--- src/rtl/uart_tx_mmio_if.sv ---
// Bus-side port bundle of the memory-mapped UART transmitter.
// Signal names match the synchronous memory slave on the data bus:
//   re_i, we_i   read / write request (chip select already applied)
//   ble_i        byte-lane enables for writes
//   add_i        word address (byte address bits [3:2])
//   d_i          write data
//   d_o          registered read data
//   valid_o      access completion strobe
interface uart_tx_mmio_if;
  logic        re_i;
  logic        we_i;
  logic [3:0]  ble_i;
  logic [1:0]  add_i;
  logic [31:0] d_i;
  logic [31:0] d_o;
  logic        valid_o;

  modport master (output re_i, we_i, ble_i, add_i, d_i, input d_o, valid_o);
  modport slave  (input re_i, we_i, ble_i, add_i, d_i, output d_o, valid_o);
endinterface

--- src/rtl/uart_tx_mmio.sv ---
// Memory-mapped 8N1 UART transmitter with a TX FIFO and drain interrupt.
// Ports:
//   clk_i     system clock
//   resetn_i  asynchronous active-low reset
//   bus       data-memory slave port (re/we/ble/add/d_i/d_o/valid_o)
//   tx_o      serial output, idle high
//   irq_o     level interrupt: irq enabled, FIFO empty and transmitter idle
// Register map (word address):
//   0 DATA     write pushes d_i[7:0] (lane 0), reads 0
//   1 STATUS   [0] full [1] empty [2] busy [3] overflow [15:8] count;
//              writing 1 to bit 3 (lane 0) clears overflow
//   2 BAUD_DIV [15:0], lanes 0/1; 0 behaves as 1
//   3 CTRL     [0] tx enable [1] irq enable, lane 0
//
// state | meaning
// IDLE  | line high, waiting for enable and a queued byte
// START | start bit (low) for div cycles
// DATA  | eight data bits, LSB first, div cycles each
// STOP  | stop bit (high) for div cycles
module uart_tx_mmio #(
  parameter logic [15:0] CLKS_PER_BIT = 16'd868,
  parameter int          FIFO_DEPTH   = 8
) (
  input  logic         clk_i,
  input  logic         resetn_i,
  uart_tx_mmio_if.slave bus,
  output logic         tx_o,
  output logic         irq_o
);
  localparam int AW = (FIFO_DEPTH > 1) ? $clog2(FIFO_DEPTH) : 1;
  localparam int CW = AW + 1;

  typedef enum logic [1:0] {IDLE, START, DATA, STOP} state_t;

  state_t        state_q, state_d;
  logic [15:0]   baud_q, eff_div;
  logic [15:0]   div_q, div_d;
  logic [15:0]   timer_q, timer_d;
  logic [7:0]    shift_q, shift_d;
  logic [2:0]    bit_q, bit_d;
  logic [1:0]    ctrl_q;
  logic          ovf_q;
  logic [7:0]    mem [FIFO_DEPTH];
  logic [AW-1:0] wr_ptr_q, rd_ptr_q;
  logic [CW-1:0] count_q;
  logic          full, empty, busy, tick, pop, push_req, push_ok;
  logic [31:0]   rd_val;
  logic          unused_bus;

  assign unused_bus = &{1'b0, bus.ble_i[3:2], bus.d_i[31:16]};

  assign full     = count_q == CW'(FIFO_DEPTH);
  assign empty    = count_q == '0;
  assign busy     = state_q != IDLE;
  assign eff_div  = (baud_q == 16'd0) ? 16'd1 : baud_q;
  assign tick     = timer_q == 16'd0;
  assign push_req = bus.we_i && (bus.add_i == 2'd0) && bus.ble_i[0];
  // A pop in the same cycle frees a slot, so a push into a full FIFO still lands.
  assign push_ok  = push_req && (!full || pop);

  always_comb begin
    rd_val = '0;
    unique case (bus.add_i)
      2'd0: rd_val = '0;
      2'd1: rd_val = {16'h0, 8'(count_q), 4'h0, ovf_q, busy, empty, full};
      2'd2: rd_val = {16'h0, baud_q};
      2'd3: rd_val = {30'h0, ctrl_q};
    endcase
  end

  always_ff @(posedge clk_i or negedge resetn_i) begin
    if (!resetn_i) begin
      bus.d_o     <= '0;
      bus.valid_o <= 1'b0;
      baud_q      <= CLKS_PER_BIT;
      ctrl_q      <= '0;
      ovf_q       <= 1'b0;
      irq_o       <= 1'b0;
      wr_ptr_q    <= '0;
      rd_ptr_q    <= '0;
      count_q     <= '0;
    end else begin
      bus.valid_o <= bus.re_i || bus.we_i;
      if (bus.re_i) bus.d_o <= rd_val;
      if (bus.we_i) begin
        unique case (bus.add_i)
          2'd1: if (bus.ble_i[0] && bus.d_i[3]) ovf_q <= 1'b0;
          2'd2: begin
            if (bus.ble_i[0]) baud_q[7:0]  <= bus.d_i[7:0];
            if (bus.ble_i[1]) baud_q[15:8] <= bus.d_i[15:8];
          end
          2'd3: if (bus.ble_i[0]) ctrl_q <= bus.d_i[1:0];
          default: ;
        endcase
      end
      if (push_req && full && !pop) ovf_q <= 1'b1;
      if (push_ok) wr_ptr_q <= wr_ptr_q + AW'(1);
      if (pop)     rd_ptr_q <= rd_ptr_q + AW'(1);
      unique case ({push_ok, pop})
        2'b10:   count_q <= count_q + CW'(1);
        2'b01:   count_q <= count_q - CW'(1);
        default: ;
      endcase
      irq_o <= ctrl_q[1] && empty && (state_q == IDLE);
    end
  end

  always_ff @(posedge clk_i) begin
    if (push_ok) mem[wr_ptr_q] <= bus.d_i[7:0];
  end

  always_ff @(posedge clk_i or negedge resetn_i) begin
    if (!resetn_i) begin
      state_q <= IDLE;
      div_q   <= 16'd1;
      timer_q <= '0;
      shift_q <= '0;
      bit_q   <= '0;
    end else begin
      state_q <= state_d;
      div_q   <= div_d;
      timer_q <= timer_d;
      shift_q <= shift_d;
      bit_q   <= bit_d;
    end
  end

  // The divisor is captured per frame so BAUD_DIV writes never stretch a frame in flight.
  always_comb begin
    state_d = state_q;
    div_d   = div_q;
    timer_d = timer_q;
    shift_d = shift_q;
    bit_d   = bit_q;
    unique case (state_q)
      IDLE: if (pop) begin
        shift_d = mem[rd_ptr_q];
        div_d   = eff_div;
        timer_d = eff_div - 16'd1;
        state_d = START;
      end
      START: if (tick) begin
        timer_d = div_q - 16'd1;
        bit_d   = '0;
        state_d = DATA;
      end else timer_d = timer_q - 16'd1;
      DATA: if (tick) begin
        timer_d = div_q - 16'd1;
        shift_d = {1'b0, shift_q[7:1]};
        if (bit_q == 3'd7) state_d = STOP;
        else bit_d = bit_q + 3'd1;
      end else timer_d = timer_q - 16'd1;
      STOP: if (tick) state_d = IDLE;
      else timer_d = timer_q - 16'd1;
    endcase
  end

  // tx_o decodes straight from the state flops so reset drives the line high at once.
  always_comb begin
    tx_o = 1'b1;
    pop  = 1'b0;
    unique case (state_q)
      IDLE:  pop  = ctrl_q[0] && !empty;
      START: tx_o = 1'b0;
      DATA:  tx_o = shift_q[0];
      STOP:  tx_o = 1'b1;
    endcase
  end
endmodule

--- src/flat_wrapper.sv ---
// flat-port wrapper written by rule: the top's interface ports become plain ports
module uart_tx_mmio_flat 
#(
  parameter logic [15:0] CLKS_PER_BIT = 16'd868,
  parameter int          FIFO_DEPTH   = 8
)
  (clk_i, resetn_i, tx_o, irq_o, bus_re_i, bus_we_i, bus_ble_i, bus_add_i, bus_d_i, bus_d_o, bus_valid_o);
  uart_tx_mmio_if bus_i ();
  input  logic clk_i;
  input  logic resetn_i;
  output logic tx_o;
  output logic irq_o;
  input wire logic [$bits(bus_i.re_i)-1:0] bus_re_i;
  input wire logic [$bits(bus_i.we_i)-1:0] bus_we_i;
  input wire logic [$bits(bus_i.ble_i)-1:0] bus_ble_i;
  input wire logic [$bits(bus_i.add_i)-1:0] bus_add_i;
  input wire logic [$bits(bus_i.d_i)-1:0] bus_d_i;
  output wire logic [$bits(bus_i.d_o)-1:0] bus_d_o;
  output wire logic [$bits(bus_i.valid_o)-1:0] bus_valid_o;
  assign bus_i.re_i = bus_re_i;
  assign bus_i.we_i = bus_we_i;
  assign bus_i.ble_i = bus_ble_i;
  assign bus_i.add_i = bus_add_i;
  assign bus_i.d_i = bus_d_i;
  assign bus_d_o = bus_i.d_o;
  assign bus_valid_o = bus_i.valid_o;
  uart_tx_mmio #(.CLKS_PER_BIT(CLKS_PER_BIT), .FIFO_DEPTH(FIFO_DEPTH)) u_core (.clk_i(clk_i), .resetn_i(resetn_i), .bus(bus_i), .tx_o(tx_o), .irq_o(irq_o));
endmodule
--- config.mk ---
export PLATFORM = sky130hd
export DESIGN_NAME = uart_tx_mmio_flat
export DESIGN_NICKNAME = d
export VERILOG_FILES = /design/src/rtl/uart_tx_mmio_if.sv /design/src/rtl/uart_tx_mmio.sv /design/src/flat_wrapper.sv
export SDC_FILE = /design/constraint.sdc
export NUM_CORES = 1
export LEC_CHECK = 0
export ABC_AREA = 1
export CORE_MARGIN = 2
export CORE_UTILIZATION = 35
export CTS_CLUSTER_DIAMETER = 30
export DETAILED_ROUTE_END_ITERATION = 12
export PLACE_DENSITY = 0.64
export SETUP_SLACK_MARGIN = 0.3
export SYNTH_ARGS = -nofsm -noshare
export SYNTH_HDL_FRONTEND = slang
export SYNTH_SLANG_ARGS = --single-unit
--- constraint.sdc ---
create_clock -name clk_i -period 3.41 [get_ports clk_i]
set_input_delay 0.682 -clock clk_i [delete_from_list [all_inputs] [get_ports clk_i]]
set_output_delay 0.682 -clock clk_i [all_outputs]
set_load 0.1 [all_outputs]
==> results_dict.tcl <==
set metrics [dict create \
    num_vias 6637 \
    synth_compound_area_share_pct 11.6 \
    insertion_delay_ns 0.43 \
    synth_simple_gate_area_share_pct 24.6 \
    syn_area_sq_mm 0.00821 \
    routedWlPerCell_um 14.8 \
    cts_sinks 156 \
    finalCritPeriodShare_pct 80.2 \
    max-clock-path-buffers 2 \
    hp-class "in2async" \
    cp-start-kind "primary input" \
    ir_drop_v 0.000448 \
    final_area_sq_mm 0.00948 \
    ys_seq_area_share_pct 51.5 \
    yosysMostFrequentCell "nand2_1" \
    antenna_found_initial 0 \
    drive_gt1_share_pct 9.33 \
    synth_top_family_by_area "simple AND/OR/NAND/NOR gates" \
    cts.clk_slew.worst_paths_ns 0.07 \
    drt-vias-per-instance 4.92 \
    gp_congestion 0.845 \
    syn_inst 971 \
    cp-end-kind "flip-flop" \
    grt_overflow_total 0 \
    slew_viol_final 0 \
    synthXorXnorAreaFrac_pct 2.56 \
    cts_resized 0 \
    cts_tree "built" \
    num_antenna_cells 0 \
    pre_cts_ws_ns 0.240 \
    fmax_mhz 366 \
    h-tree-depth 4 \
    crit_fanout 4 \
    tns_ns 0 \
    rsz0062_at_grt "no" \
    arrival_ns 3.04 \
    cellLeakagePower_nw 3.99 \
    die_w_um 157 \
    ant_nets 0 \
    synth_async_sr_flop_share_pct 59.0 \
    criticalPathCategory "in2reg" \
    dieArea_sq_mm 0.0247 \
    rows 56 \
    ios 77 \
    status "finished clean" \
    power.density_mw_per_mm2 869 \
    synth_edf_count 64 \
    min_period_ns 2.73 \
    grt_pass1_wl_um 32200 \
    ctsHoldBuffers 0 \
    slew-limit-headroom_pct 31.8 \
    drt_pass1_iterations 5 \
    nNetsFinal 1074 \
    syn_to_final_growth_pct 15.4 \
    synthMuxAreaShare_pct 0 \
    synth_common_cells "nand2_1, nor2_1, o21ai_0" \
    fin_ws_ns 0.676 \
    worst-slew-pin-transition_ns 1.02 \
    clockRootBuffer "clkbuf_16" \
    synth_fa_ha_area_share_pct 2.53 \
    nFillCells 2360 \
    dr.first_iter.drc_count 495 \
    drc_errors 0 \
    routed_wl_um 19900 \
    track_usage_pct 16.7 \
    drv_cap 0 \
    io_buffers 42 \
    fin_skew_ns 0.00825 \
    ys_warn_count 0 \
    syn_avg_cell_area_sq_um 8.46 \
    grt_max_degree 43 \
    initial_core_util_pct 35.3 \
    die_h_um 157 \
    postCtsSetupRepairBufs 0 \
    core_sq_mm 0.0233 \
    synth_seq_cells 156 \
    ys_types 45 \
    grt_pass1_vias 6216 \
    synth_top_area_cell "dfrtp_1" \
    place_area_sq_mm 0.00891 \
    setup_violations 0 \
    worst_ep_required_time_ns 3.72 \
    yosysTopAreaCellShare_pct 26.2 \
    hold_violations 0 \
    synth_area_leaders "dfrtp_1, edfxtp_1, nand2_1" \
    place_hpwl_um 14100 \
    numCtsBuffers 17 \
    synth-main-ff-cell "dfrtp_1" \
]
state kept, by name, summed over array words and instances, names as in the netlist:
signal              flops
u_core.mem             64
u_core.baud_q          16
u_core.bus.d_o         16
u_core.div_q           16
u_core.timer_q         16
u_core.shift_q          8
u_core.count_q          4
u_core.bit_q            3
u_core.rd_ptr_q         3
u_core.wr_ptr_q         3
u_core.ctrl_q           2
u_core.state_q          2
u_core.bus.valid_o      1
u_core.irq_o            1
u_core.ovf_q            1
area by class of cell:
class	instances	area, sq um	share of cell area, %
Sequential cell	156	4230	44.6
Multi-Input combinational cell	699	3450	36.4
Timing Repair Buffer	58	515	5.44
Clock buffer	19	433	4.57
Tap cell	319	399	4.21
Inverter	84	315	3.33
Clock inverter	13	133	1.40
final timing paths:
kind | end | slack [ns] | depth (start not counted) | from
min in group clk_i | u_core.bit_q[2]$_DFFE_PN0P_ | 0.50 | 2 | u_core.bit_q[2]$_DFFE_PN0P_
max reg2reg | u_core.timer_q[10]$_DFFE_PN0P_ | 0.87 | 12 | u_core.baud_q[6]$_DFFE_PN1P_
max in group asynchronous | u_core.baud_q[8]$_DFFE_PN1P_ | 2.36 | 2 | resetn_i
min reg2reg | u_core.bit_q[2]$_DFFE_PN0P_ | 0.50 | 2 | u_core.bit_q[2]$_DFFE_PN0P_
min | u_core.timer_q[15]$_DFFE_PN0P_ | 0.25 | 1 | resetn_i
max | u_core.count_q[3]$_DFFE_PN0P_ | 0.68 | 13 | bus_we_i
critical path, cell delays in order:
cell	delay (ns)
clkdlybuf4s50_1	0.54
nand2_1	0.11
nor3_1	0.23
nand2_1	0.17
ha_1	0.27
ha_1	0.33
nand2_1	0.07
nor2_1	0.04
a211oi_1	0.25
nor2_1	0.07
nor2_1	0.09
nand2_1	0.06
xor2_1	0.13
routing by layer:
metal,up-vias,routed length (um),track usage [%]
li1,3265,-,-
met2,182,9380,27.2
met1,3163,9380,22.9
met3,27,884,2.67
met4,0,272,4.76
met5,-,0,0
layout by cell type (no fill, tap or decap), drive strengths merged, types with 5 or more instances in the layout:
cell type,synthesis,routed
a21oi,52,52
a31oi,6,6
buf,23,26
clkbuf,24,19
clkdlybuf4s50,0,32
clkinv,1,5
conb,1,16
dfrtp,86,86
dfstp,6,6
edfxtp,64,64
ha,15,15
inv,83,88
nand2,215,215
nand3,69,69
nand4,5,5
nor2,151,151
nor3,15,15
o21ai,97,97
o22ai,19,19
or2,5,5
xnor2,6,6
xor2,18,18
where the power goes:
part           switching (mW)  internal (mW)
combinational            2.41           1.11
clock                   0.807           1.02
sequential              0.479           2.40
stage by stage:
step / cells / power [mW] / util, % / hold slack [ns]
after detailed placement: 1316 / 6.39 / 38.3 / 0.485
after global placement: 1316 / 6.32 / 38.3 / 0.472
after global routing: 1348 / 8.83 / 40.7 / 0.310
after CTS: 1348 / 8.25 / 40.7 / 0.269
after floorplan: 986 / 5.54 / - / 0.386
final: 1348 / 8.24 / 40.7 / 0.245
cell families after synthesis:
| kind of cell | Yosys count |
|---|---|
| compound gates | 180 |
| xor+xnor | 24 |
| fa+ha+maj | 16 |
| buf+inv | 131 |
| flops | 156 |
| other cells | 1 |
| simple gates | 463 |
Note: power is estimated with default switching activity, not from simulation.
